`src/rtl/z80_io_frontend.sv`:
```
// z80_io_frontend
//   Clock-domain front end for the Z80 I/O bus. The asynchronous strobes,
//   address and data are brought into clk through SYNC_STAGES-deep flop
//   chains. Each bus cycle is then classified as an I/O read or an I/O write
//   (INTACK cycles, where m1 is low, are ignored) and glitch-filtered. An
//   accepted cycle produces one single-clk pulse with a latched address
//   (and data for writes).
//
// Ports
//   clk                  in   clock
//   reset_b              in   asynchronous active-low reset
//   z80_write_strobe_b   in   async, low = write strobe
//   z80_read_strobe_b    in   async, low = read strobe
//   z80_ioreq_b          in   async, low = I/O request
//   z80_m1               in   async, high = I/O cycle, low = INTACK
//   z80_address_bus[7:0] in   async low address byte
//   z80_data_bus_in[7:0] in   async write data
//   io_write_pulse       out  one clk per accepted write
//   io_read_pulse        out  one clk per accepted read
//   io_address[7:0]      out  address latched at the last pulse
//   io_write_data[7:0]   out  data latched at the last write pulse
//   io_read_active       out  high while an accepted read is in progress
//   timeout_pulse        out  one clk when an active cycle runs too long
//   protocol_error_pulse out  one clk when read and write qualify together
module z80_io_frontend #(
    parameter int SYNC_STAGES    = 2,
    parameter int FILTER_CYCLES  = 3,
    parameter int TIMEOUT_CYCLES = 1023
) (
    input  logic       clk,
    input  logic       reset_b,
    input  logic       z80_write_strobe_b,
    input  logic       z80_read_strobe_b,
    input  logic       z80_ioreq_b,
    input  logic       z80_m1,
    input  logic [7:0] z80_address_bus,
    input  logic [7:0] z80_data_bus_in,
    output logic       io_write_pulse,
    output logic       io_read_pulse,
    output logic [7:0] io_address,
    output logic [7:0] io_write_data,
    output logic       io_read_active,
    output logic       timeout_pulse,
    output logic       protocol_error_pulse
);

    localparam int CNT_MAX = (TIMEOUT_CYCLES > FILTER_CYCLES) ? TIMEOUT_CYCLES : FILTER_CYCLES;
    localparam int CNT_W   = $clog2(CNT_MAX + 1);
    localparam logic [CNT_W-1:0] C_TIMEOUT   = CNT_W'(TIMEOUT_CYCLES);
    localparam logic [CNT_W-1:0] C_FILT_LAST = CNT_W'(FILTER_CYCLES - 1);

    typedef enum logic [2:0] {
        IDLE,
        QUAL_RD,
        QUAL_WR,
        ACT_RD,
        ACT_WR,
        WAIT_REL
    } state_t;

    // ---------------------------------------------------------------- sync
    logic [SYNC_STAGES-1:0]      r_wr_b_sync;
    logic [SYNC_STAGES-1:0]      r_rd_b_sync;
    logic [SYNC_STAGES-1:0]      r_ioreq_b_sync;
    logic [SYNC_STAGES-1:0]      r_m1_sync;
    logic [SYNC_STAGES-1:0][7:0] r_addr_sync;
    logic [SYNC_STAGES-1:0][7:0] r_data_sync;

    // Chains reset to the deasserted bus state so a strobe still held when
    // reset releases has to travel the full chain and requalify.
    always_ff @(posedge clk or negedge reset_b) begin
        if (!reset_b) begin
            r_wr_b_sync    <= '1;
            r_rd_b_sync    <= '1;
            r_ioreq_b_sync <= '1;
            r_m1_sync      <= '0;
            r_addr_sync    <= '0;
            r_data_sync    <= '0;
        end else begin
            r_wr_b_sync    <= {r_wr_b_sync[SYNC_STAGES-2:0],    z80_write_strobe_b};
            r_rd_b_sync    <= {r_rd_b_sync[SYNC_STAGES-2:0],    z80_read_strobe_b};
            r_ioreq_b_sync <= {r_ioreq_b_sync[SYNC_STAGES-2:0], z80_ioreq_b};
            r_m1_sync      <= {r_m1_sync[SYNC_STAGES-2:0],      z80_m1};
            r_addr_sync    <= {r_addr_sync[SYNC_STAGES-2:0],    z80_address_bus};
            r_data_sync    <= {r_data_sync[SYNC_STAGES-2:0],    z80_data_bus_in};
        end
    end

    logic       w_rd_q;
    logic       w_wr_q;
    logic [7:0] w_addr_s;
    logic [7:0] w_data_s;

    assign w_rd_q   = r_m1_sync[SYNC_STAGES-1] & ~r_ioreq_b_sync[SYNC_STAGES-1] & ~r_rd_b_sync[SYNC_STAGES-1];
    assign w_wr_q   = r_m1_sync[SYNC_STAGES-1] & ~r_ioreq_b_sync[SYNC_STAGES-1] & ~r_wr_b_sync[SYNC_STAGES-1];
    assign w_addr_s = r_addr_sync[SYNC_STAGES-1];
    assign w_data_s = r_data_sync[SYNC_STAGES-1];

    // ----------------------------------------------------------------- FSM
    state_t           r_state, w_state_nxt;
    logic [CNT_W-1:0] r_cnt, w_cnt_nxt, w_cnt_inc;
    logic             w_rd_pulse, w_wr_pulse, w_timeout, w_perr;

    assign w_cnt_inc = (r_cnt == {CNT_W{1'b1}}) ? r_cnt : r_cnt + 1'b1;

    // The sample taken in IDLE is the first of FILTER_CYCLES qualifying
    // samples, so QUAL fires once it has seen FILTER_CYCLES-1 earlier ones.
    // This keeps the pulse at SYNC_STAGES+FILTER_CYCLES edges after the raw
    // strobe is first sampled.
    always_comb begin
        w_state_nxt = r_state;
        w_cnt_nxt   = r_cnt;
        w_rd_pulse  = 1'b0;
        w_wr_pulse  = 1'b0;
        w_timeout   = 1'b0;
        w_perr      = 1'b0;
        case (r_state)
            IDLE: begin
                w_cnt_nxt = '0;
                if (w_rd_q && w_wr_q) begin
                    w_state_nxt = WAIT_REL;
                    w_perr      = 1'b1;
                end else if (w_rd_q) begin
                    if (FILTER_CYCLES == 1) begin
                        w_state_nxt = ACT_RD;
                        w_rd_pulse  = 1'b1;
                    end else begin
                        w_state_nxt = QUAL_RD;
                        w_cnt_nxt   = CNT_W'(1);
                    end
                end else if (w_wr_q) begin
                    if (FILTER_CYCLES == 1) begin
                        w_state_nxt = ACT_WR;
                        w_wr_pulse  = 1'b1;
                    end else begin
                        w_state_nxt = QUAL_WR;
                        w_cnt_nxt   = CNT_W'(1);
                    end
                end
            end
            QUAL_RD: begin
                if (!w_rd_q) begin
                    w_state_nxt = IDLE;
                    w_cnt_nxt   = '0;
                end else if (w_wr_q) begin
                    w_state_nxt = WAIT_REL;
                    w_cnt_nxt   = '0;
                    w_perr      = 1'b1;
                end else if (r_cnt >= C_FILT_LAST) begin
                    w_state_nxt = ACT_RD;
                    w_cnt_nxt   = '0;
                    w_rd_pulse  = 1'b1;
                end else begin
                    w_cnt_nxt = w_cnt_inc;
                end
            end
            QUAL_WR: begin
                if (!w_wr_q) begin
                    w_state_nxt = IDLE;
                    w_cnt_nxt   = '0;
                end else if (w_rd_q) begin
                    w_state_nxt = WAIT_REL;
                    w_cnt_nxt   = '0;
                    w_perr      = 1'b1;
                end else if (r_cnt >= C_FILT_LAST) begin
                    w_state_nxt = ACT_WR;
                    w_cnt_nxt   = '0;
                    w_wr_pulse  = 1'b1;
                end else begin
                    w_cnt_nxt = w_cnt_inc;
                end
            end
            ACT_RD, ACT_WR: begin
                if ((r_state == ACT_RD) ? !w_rd_q : !w_wr_q) begin
                    w_state_nxt = IDLE;
                    w_cnt_nxt   = '0;
                end else if (r_cnt >= C_TIMEOUT) begin
                    w_state_nxt = WAIT_REL;
                    w_cnt_nxt   = '0;
                    w_timeout   = 1'b1;
                end else begin
                    w_cnt_nxt = w_cnt_inc;
                end
            end
            WAIT_REL: begin
                w_cnt_nxt = '0;
                if (!w_rd_q && !w_wr_q) w_state_nxt = IDLE;
            end
            default: begin
                w_state_nxt = IDLE;
                w_cnt_nxt   = '0;
            end
        endcase
    end

    // ------------------------------------------------------------- outputs
    logic       r_rd_pulse, r_wr_pulse, r_timeout, r_perr, r_rd_active;
    logic [7:0] r_addr, r_wdata;

    always_ff @(posedge clk or negedge reset_b) begin
        if (!reset_b) begin
            r_state     <= IDLE;
            r_cnt       <= '0;
            r_rd_pulse  <= 1'b0;
            r_wr_pulse  <= 1'b0;
            r_timeout   <= 1'b0;
            r_perr      <= 1'b0;
            r_rd_active <= 1'b0;
            r_addr      <= '0;
            r_wdata     <= '0;
        end else begin
            r_state     <= w_state_nxt;
            r_cnt       <= w_cnt_nxt;
            r_rd_pulse  <= w_rd_pulse;
            r_wr_pulse  <= w_wr_pulse;
            r_timeout   <= w_timeout;
            r_perr      <= w_perr;
            // Registered from next state so it rises together with the pulse.
            r_rd_active <= (w_state_nxt == ACT_RD);
            if (w_rd_pulse || w_wr_pulse) r_addr  <= w_addr_s;
            if (w_wr_pulse)               r_wdata <= w_data_s;
        end
    end

    assign io_read_pulse        = r_rd_pulse;
    assign io_write_pulse       = r_wr_pulse;
    assign timeout_pulse        = r_timeout;
    assign protocol_error_pulse = r_perr;
    assign io_read_active       = r_rd_active;
    assign io_address           = r_addr;
    assign io_write_data        = r_wdata;

endmodule

```
`config.mk`:
```
export PLATFORM = sky130hd
export DESIGN_NAME = z80_io_frontend
export DESIGN_NICKNAME = d
export VERILOG_FILES = /design/src/rtl/z80_io_frontend.sv
export SDC_FILE = /design/constraint.sdc
export NUM_CORES = 1
export LEC_CHECK = 0
export ABC_AREA = 1
export CAP_MARGIN = 40
export CORE_UTILIZATION = 40
export CTS_BUF_LIST = sky130_fd_sc_hd__clkbuf_4
export DETAILED_ROUTE_END_ITERATION = 6
export GPL_TIMING_DRIVEN = 0
export PLACE_DENSITY = 0.72
export RECOVER_POWER = 100
export SLEW_MARGIN = 5
export SYNTH_ARGS = -nofsm -noshare
export SYNTH_HDL_FRONTEND = slang
export SYNTH_SLANG_ARGS = --single-unit
export TNS_END_PERCENT = 50
```
`constraint.sdc`:
```
create_clock -name clk -period 4.2 [get_ports clk]
set_input_delay 0.84 -clock clk [delete_from_list [all_inputs] [get_ports clk]]
set_output_delay 0.84 -clock clk [all_outputs]
set_load 0.05 [all_outputs]
```
# Yosys cells after proc, flatten, opt, wreduce, memory -nomap -nowiden
# Index checks and enable logic that the tools add are counted.
word_totals:
  elab_cells: 82
  output_inout_bits: 21
  register_bits: 74
classes:
  reduce_logical: 7
  mux: 42
  bitwise_logic: 6
  magnitude_cmp: 2
  add_sub_neg: 1
  n_eq_ne: 7
ops:
  columns: ["op", "count"]
  rows:
  - ["10-bit 2-to-1 mux", 8]
  - ["10-bit one-hot mux with 4 select lines", 1]
  - ["3-bit 2-to-1 mux", 12]
  - ["1-bit 2-to-1 mux", 19]
  - ["3-bit one-hot mux with 5 select lines", 1]
  - ["10-bit by 1-bit adder with 10-bit output (second input constant)", 1]
  - ["10-bit == test (second input constant)", 1]
  - ["10-bit >= comparator (second input constant)", 1]
  - ["10-bit by 2-bit >= comparator with 1-bit output (second input constant)", 1]
  - ["3-bit by 2-bit == test with 1-bit output (second input constant)", 3]
  - ["3-bit == test (second input constant)", 2]
  - ["1-bit bitwise AND", 3]
  - ["3-bit by 1-bit == test with 1-bit output (second input constant)", 1]
  - ["3-bit logical NOT", 1]
  - ["1-bit inverter", 3]
  - ["1-bit one-hot mux with 3 select lines", 1]
  - ["1-bit logical AND", 2]
  - ["1-bit logical NOT", 2]
  - ["2-bit OR reduction", 1]
  - ["1-bit logical OR", 1]

# Longest topological paths before layout
depth:
  ltp_word: 8
  mapped_depth: 11

# Worst setup path before layout
# OpenSTA, ideal clock, no wires.
synth_path:
  kind: "register to register"
  start: "register r_cnt[1]"
  end: "register r_rd_active, in the netlist io_read_active"
  path_slack_ns: 2.711
  path_buffers: 0
  setup_ns: 0.122
  path_stages_with_launch: 9
  arrival_ns: 1.367
  required_time_ns: 4.078
  cell_sequence: "dfrtp_1 ha_1 inv_1 nor2_1 nand3_1 nand2_1 nand2_1 a21oi_1 nor2_1"
synth_between:
  elab_chain_cells: 6
  elab_cells_between_ends: 12
  classes_between: "order compare (2); eq/ne (1); mux (9)"
synth_rtl:
  columns: ["item", "line", "source"]
  rows:
  - ["from (decl)", "101", "logic [CNT_W-1:0] r_cnt, w_cnt_nxt, w_cnt_inc;"]
  - ["from (signal assigned)", "213", "r_cnt <= w_cnt_nxt;"]
  - ["10-bit by 2-bit >= comparator with 1-bit output", "149, 165", null]
  - ["3-bit 2-to-1 mux (on tied branches)", "165, 149", null]
  - ["3-bit 2-to-1 mux (on tied branches)", "161, 145", null]
  - ["3-bit 2-to-1 mux (on tied branches)", "158, 142", null]
  - ["3-bit one-hot mux with 5 select lines *", "117", "case (r_state)"]
  - ["3-bit by 2-bit == test with 1-bit output *", "219", "r_rd_active <= (w_state_nxt == ACT_RD);"]
  - ["to (signal assigned)", "219", null]
  - ["to (decl)", "197", "logic r_rd_pulse, r_wr_pulse, r_timeout, r_perr, r_rd_active;"]
# Mark *: on every way between the ends. The rest lies on a longest branch, timed or not.
# A chain may end at the register's enable or synchronous reset.

# Worst setup path after layout
layout_path:
  start: "register r_addr[4], in the netlist io_address[4]"
  end: "output io_address[4]"
layout_lines:
  columns: ["item", "line", "source"]
  rows:
  - ["from (decl)", "198", "logic [7:0] r_addr, r_wdata;"]
  - ["from (signal assigned)", "220", "if (w_rd_pulse || w_wr_pulse) r_addr <= w_addr_s;"]
  - ["to (decl)", "40", "output logic [7:0] io_address,"]
# No word-level cell between the ends.

==> flow_summary.rst <==
.. list-table::
   :header-rows: 1

   * - Metric
     - Value
   * - WS Path Type
     - register to output pin
   * - Number of instances in the placed design
     - 381
   * - Yosys warnings
     - 0
   * - Count of buffers inserted at the top-level ports
     - 42
   * - Routed WL per cell
     - 12.1 µm
   * - Status
     - complete, but fails checks
   * - Clock slew at the register clock pins of the worst setup and hold paths
     - 0.12 ns
   * - Global placement routability congestion
     - 0.803
   * - Ant diodes
     - 0
   * - Most common cell after layout, fill and taps aside
     - dfrtp_1
   * - Die Height
     - 85.1 µm
   * - Mean number of vias per cell
     - 4.82
   * - Max transition margin
     - -2.22%
   * - Worst IR Drop VDD
     - 0.190 mV
   * - Slowest Stage Delay on Critical Path
     - 0.88 ns
   * - Pin count of the biggest net entering global routing
     - 48
   * - Worst min-delay path startpoint
     - r_data_sync[5]
   * - Max Fanout on Critical Path
     - 2
   * - Syn-to-layout area delta
     - 22.6%
   * - Critical Path Start
     - io_address[4]
   * - Critical path buffer and inverter count
     - 1
   * - Critical-path cell with the highest stage delay
     - dlygate4sd3_1
   * - Post-synthesis cell count
     - 261
   * - Combinational family with the most area after synthesis
     - simple AND/OR/NAND/NOR gates
   * - Synthesized-area fraction occupied by adder cells
     - 1.81%
   * - Number of flops mapped to enable cells by yosys
     - 0
   * - Number of DRC markers in iteration 0
     - 107
   * - Crit path launch type
     - register
   * - Area share of xor/xnor cells in the synthesized design
     - 1.59%
   * - Mean post-synth cell area
     - 10.6 µm²
   * - Clock Tree Buf Depth
     - 2
   * - CTS buffer count
     - 9
   * - Initial core utilization
     - 42.5%
   * - Final instance area
     - 0.00338 mm²
   * - Clock latency of the later-clocked register in the worst-skew pair
     - 0.42 ns
   * - Compound-gate portion of the synthesized area
     - 3.99%
   * - Ordered cell list for the critical path
     - dlygate4sd3_1
   * - Number of detailed-route iterations in the first pass
     - 4
   * - Lkg Pwr
     - 1.72 nW
   * - Data arrival time of the critical path
     - 1.68 ns
   * - Final Hold Vio Count
     - 0
   * - Data required time of the worst path
     - 3.36 ns
   * - Synth cell types
     - 26
   * - Syn nets
     - 287
   * - Final cell count without fillers
     - 397
   * - Cell class contributing the biggest share of worst-path delay
     - buffers and inverters
   * - Proportion of synthesized area in mux cells
     - 0%
   * - Num rows
     - 29
   * - Number of vias in the routed layout
     - 1912
   * - Path class of the lowest-slack min-delay path
     - register to register
   * - Worst min-delay path endpoint
     - w_data_s[5]
   * - # setup viols final
     - 0
   * - Via count of the first global-routing pass
     - 1830
   * - Setup bufs post-CTS
     - 0
   * - Final critical delay including setup and external delays
     - 2.52 ns
   * - I/O pin total
     - 43
   * - Ys flop type
     - dfrtp_1
   * - RSZ-0062 raised after global routing
     - no
   * - Sequential share of the synthesized area
     - 67.4%
   * - Reg2reg end
     - io_address[2]
   * - Worst r2r src
     - r_cnt[0]
   * - Die area
     - 0.00723 mm²
   * - Hold-fix buffers, CTS
     - 0
   * - Post-detailed-placement half-perimeter wirelength
     - 3350 µm
   * - Tot GR Track Use
     - 15.2%
   * - Setup slack of the worst register-to-register path
     - 1.82 ns
   * - Total of max-cap violations
     - 1
   * - Total power divided by cell area
     - 362 mW/mm²
   * - Upper clock frequency limit
     - 397 MHz
   * - Share of synthesized flip-flops with an asynchronous set or reset
     - 100%
   * - Clock tree from TritonCTS
     - done
   * - Overall die width
     - 85.1 µm
   * - Leading post-synthesis cells by cell area
     - dfrtp_1, nand2_1, dfstp_2
   * - Global-route wire length before repair
     - 8310 µm
   * - Pins over their slew limit
     - 28
   * - Number of antenna violations at the first check in global routing
     - 0
   * - Total gr overflow
     - 0
   * - Deepest level of the CTS H-tree
     - 3
   * - Cells on Worst Hold Path
     - 0
   * - Fraction of the mapped netlist area in simple logic gates
     - 20.7%
   * - Final Net Count
     - 341
   * - Post-DP Area
     - 0.00330 mm²
   * - Setup clock skew after layout
     - 0.0188 ns
   * - Clock Root Buffer
     - clkbuf_4
   * - Post-route ant nets
     - 0
   * - Largest area contributor in the synthesized netlist
     - dfrtp_1
   * - Worst Tran Pin Value
     - 1.53 ns
   * - Synthesized area
     - 0.00276 mm²
   * - Depth of the worst register-to-register path
     - 9
   * - Fraction of post-synthesis cell area in the top cell type by area
     - 61.7%
   * - Remaining design rule violation count
     - 0
   * - Clock Sink Count
     - 74
   * - Quantity of gates resized following cts
     - 0
   * - #FFs+latches synth
     - 74
   * - Placeable core region
     - 0.00649 mm²
   * - Commonest non-fill, non-tap cells in the layout
     - dfrtp_1, nand2_1, dlygate4sd3_1
   * - Period Utilization, post-route
     - 59.9%
   * - Fraction of final layout cells with drive strength greater than 1
     - 7.81%
   * - Violations in the final reports
     - max-capacitance violations, max-slew violations
   * - Worst Setup End Kind
     - output pin
   * - Wire length after detailed routing
     - 4800 µm
## metrics by stage
step / power (W) / utilization (%) / worst slack [ns] / TNS [ns] / hold WS (ns)
floorplan: 0.000830 / - / 2.71 / 0 / 0.331
global placement: 0.000885 / 50.4 / -0.121 / -8.00 / 0.331
detailed placement: 0.000888 / 50.8 / 2.21 / 0 / 0.335
CTS: 0.00125 / 52.5 / 1.71 / 0 / 0.306
global route: 0.00129 / 52.1 / 1.46 / 0 / 0.361
finish: 0.00122 / 52.1 / 1.68 / 0 / 0.357
## flip-flops by register name (all words and copies together) (netlist names), 3 cells and up
signal	count
r_cnt	10
io_address	8
io_write_data	8
r_addr_sync	8
r_data_sync	8
w_addr_s	8
w_data_s	8
r_state	3
## how the worst max path moves through the flow
stage	cells after the start	to	slack, ns
final	1	io_address[4]	1.68
after global routing	9	io_write_data[1]	1.46
after global placement	1	w_addr_s[7]	-0.12
after floorplan	8	io_read_active	2.71
after detailed placement	1	io_address[2]	2.21
after CTS	1	io_address[1]	1.71
## cell type report
type	count	area (µm²)
fill	580	3110
sequential	74	1860
multi-input combinational	156	748
timing repair buffer	43	442
inverter	29	109
tap	77	96.3
clock buffer	9	67.6
clock inverter	7	43.8
buffer	2	16.3
## kinds of logic after synthesis
kind of cell / count (synthesis)
AOI/OAI and AO/OA: 20
xor gates and xnor gates: 5
adders and majority gates: 4
buffers and inverters: 31
DFF: 74
and+or+nand+nor: 127
## per-layer routing
| metal | part of all wire [%] | global-route usage, % |
|---|---|---|
| met4 | 2.0 | 7.86 |
| met5 | 0 | 0 |
| met1 | 47 | 19.9 |
| met2 | 46 | 22.8 |
| met3 | 5.4 | 4.96 |
## synthesized netlist by cell type, types with 2 or more instances
master / n
nand4_1: 5
xor2_1: 4
nor3_1: 9
nor2_2: 3
dfrtp_1: 68
nand3_1: 19
o21bai_1: 2
inv_1: 27
nor2_4: 2
nor2_1: 18
inv_2: 2
dfstp_2: 6
o21ai_0: 10
nand2_1: 67
a21oi_1: 5
ha_1: 4
## power by group
| part | switching, W | internal [W] |
|---|---|---|
| Clock | 0.000239 | 0.000118 |
| Combinational | 0.0000683 | 0.0000367 |
| Sequential | 0.0000192 | 0.000743 |
| Total | 0.000327 | 0.000898 |
No activity file was read; power rests on OpenSTA's default activity.
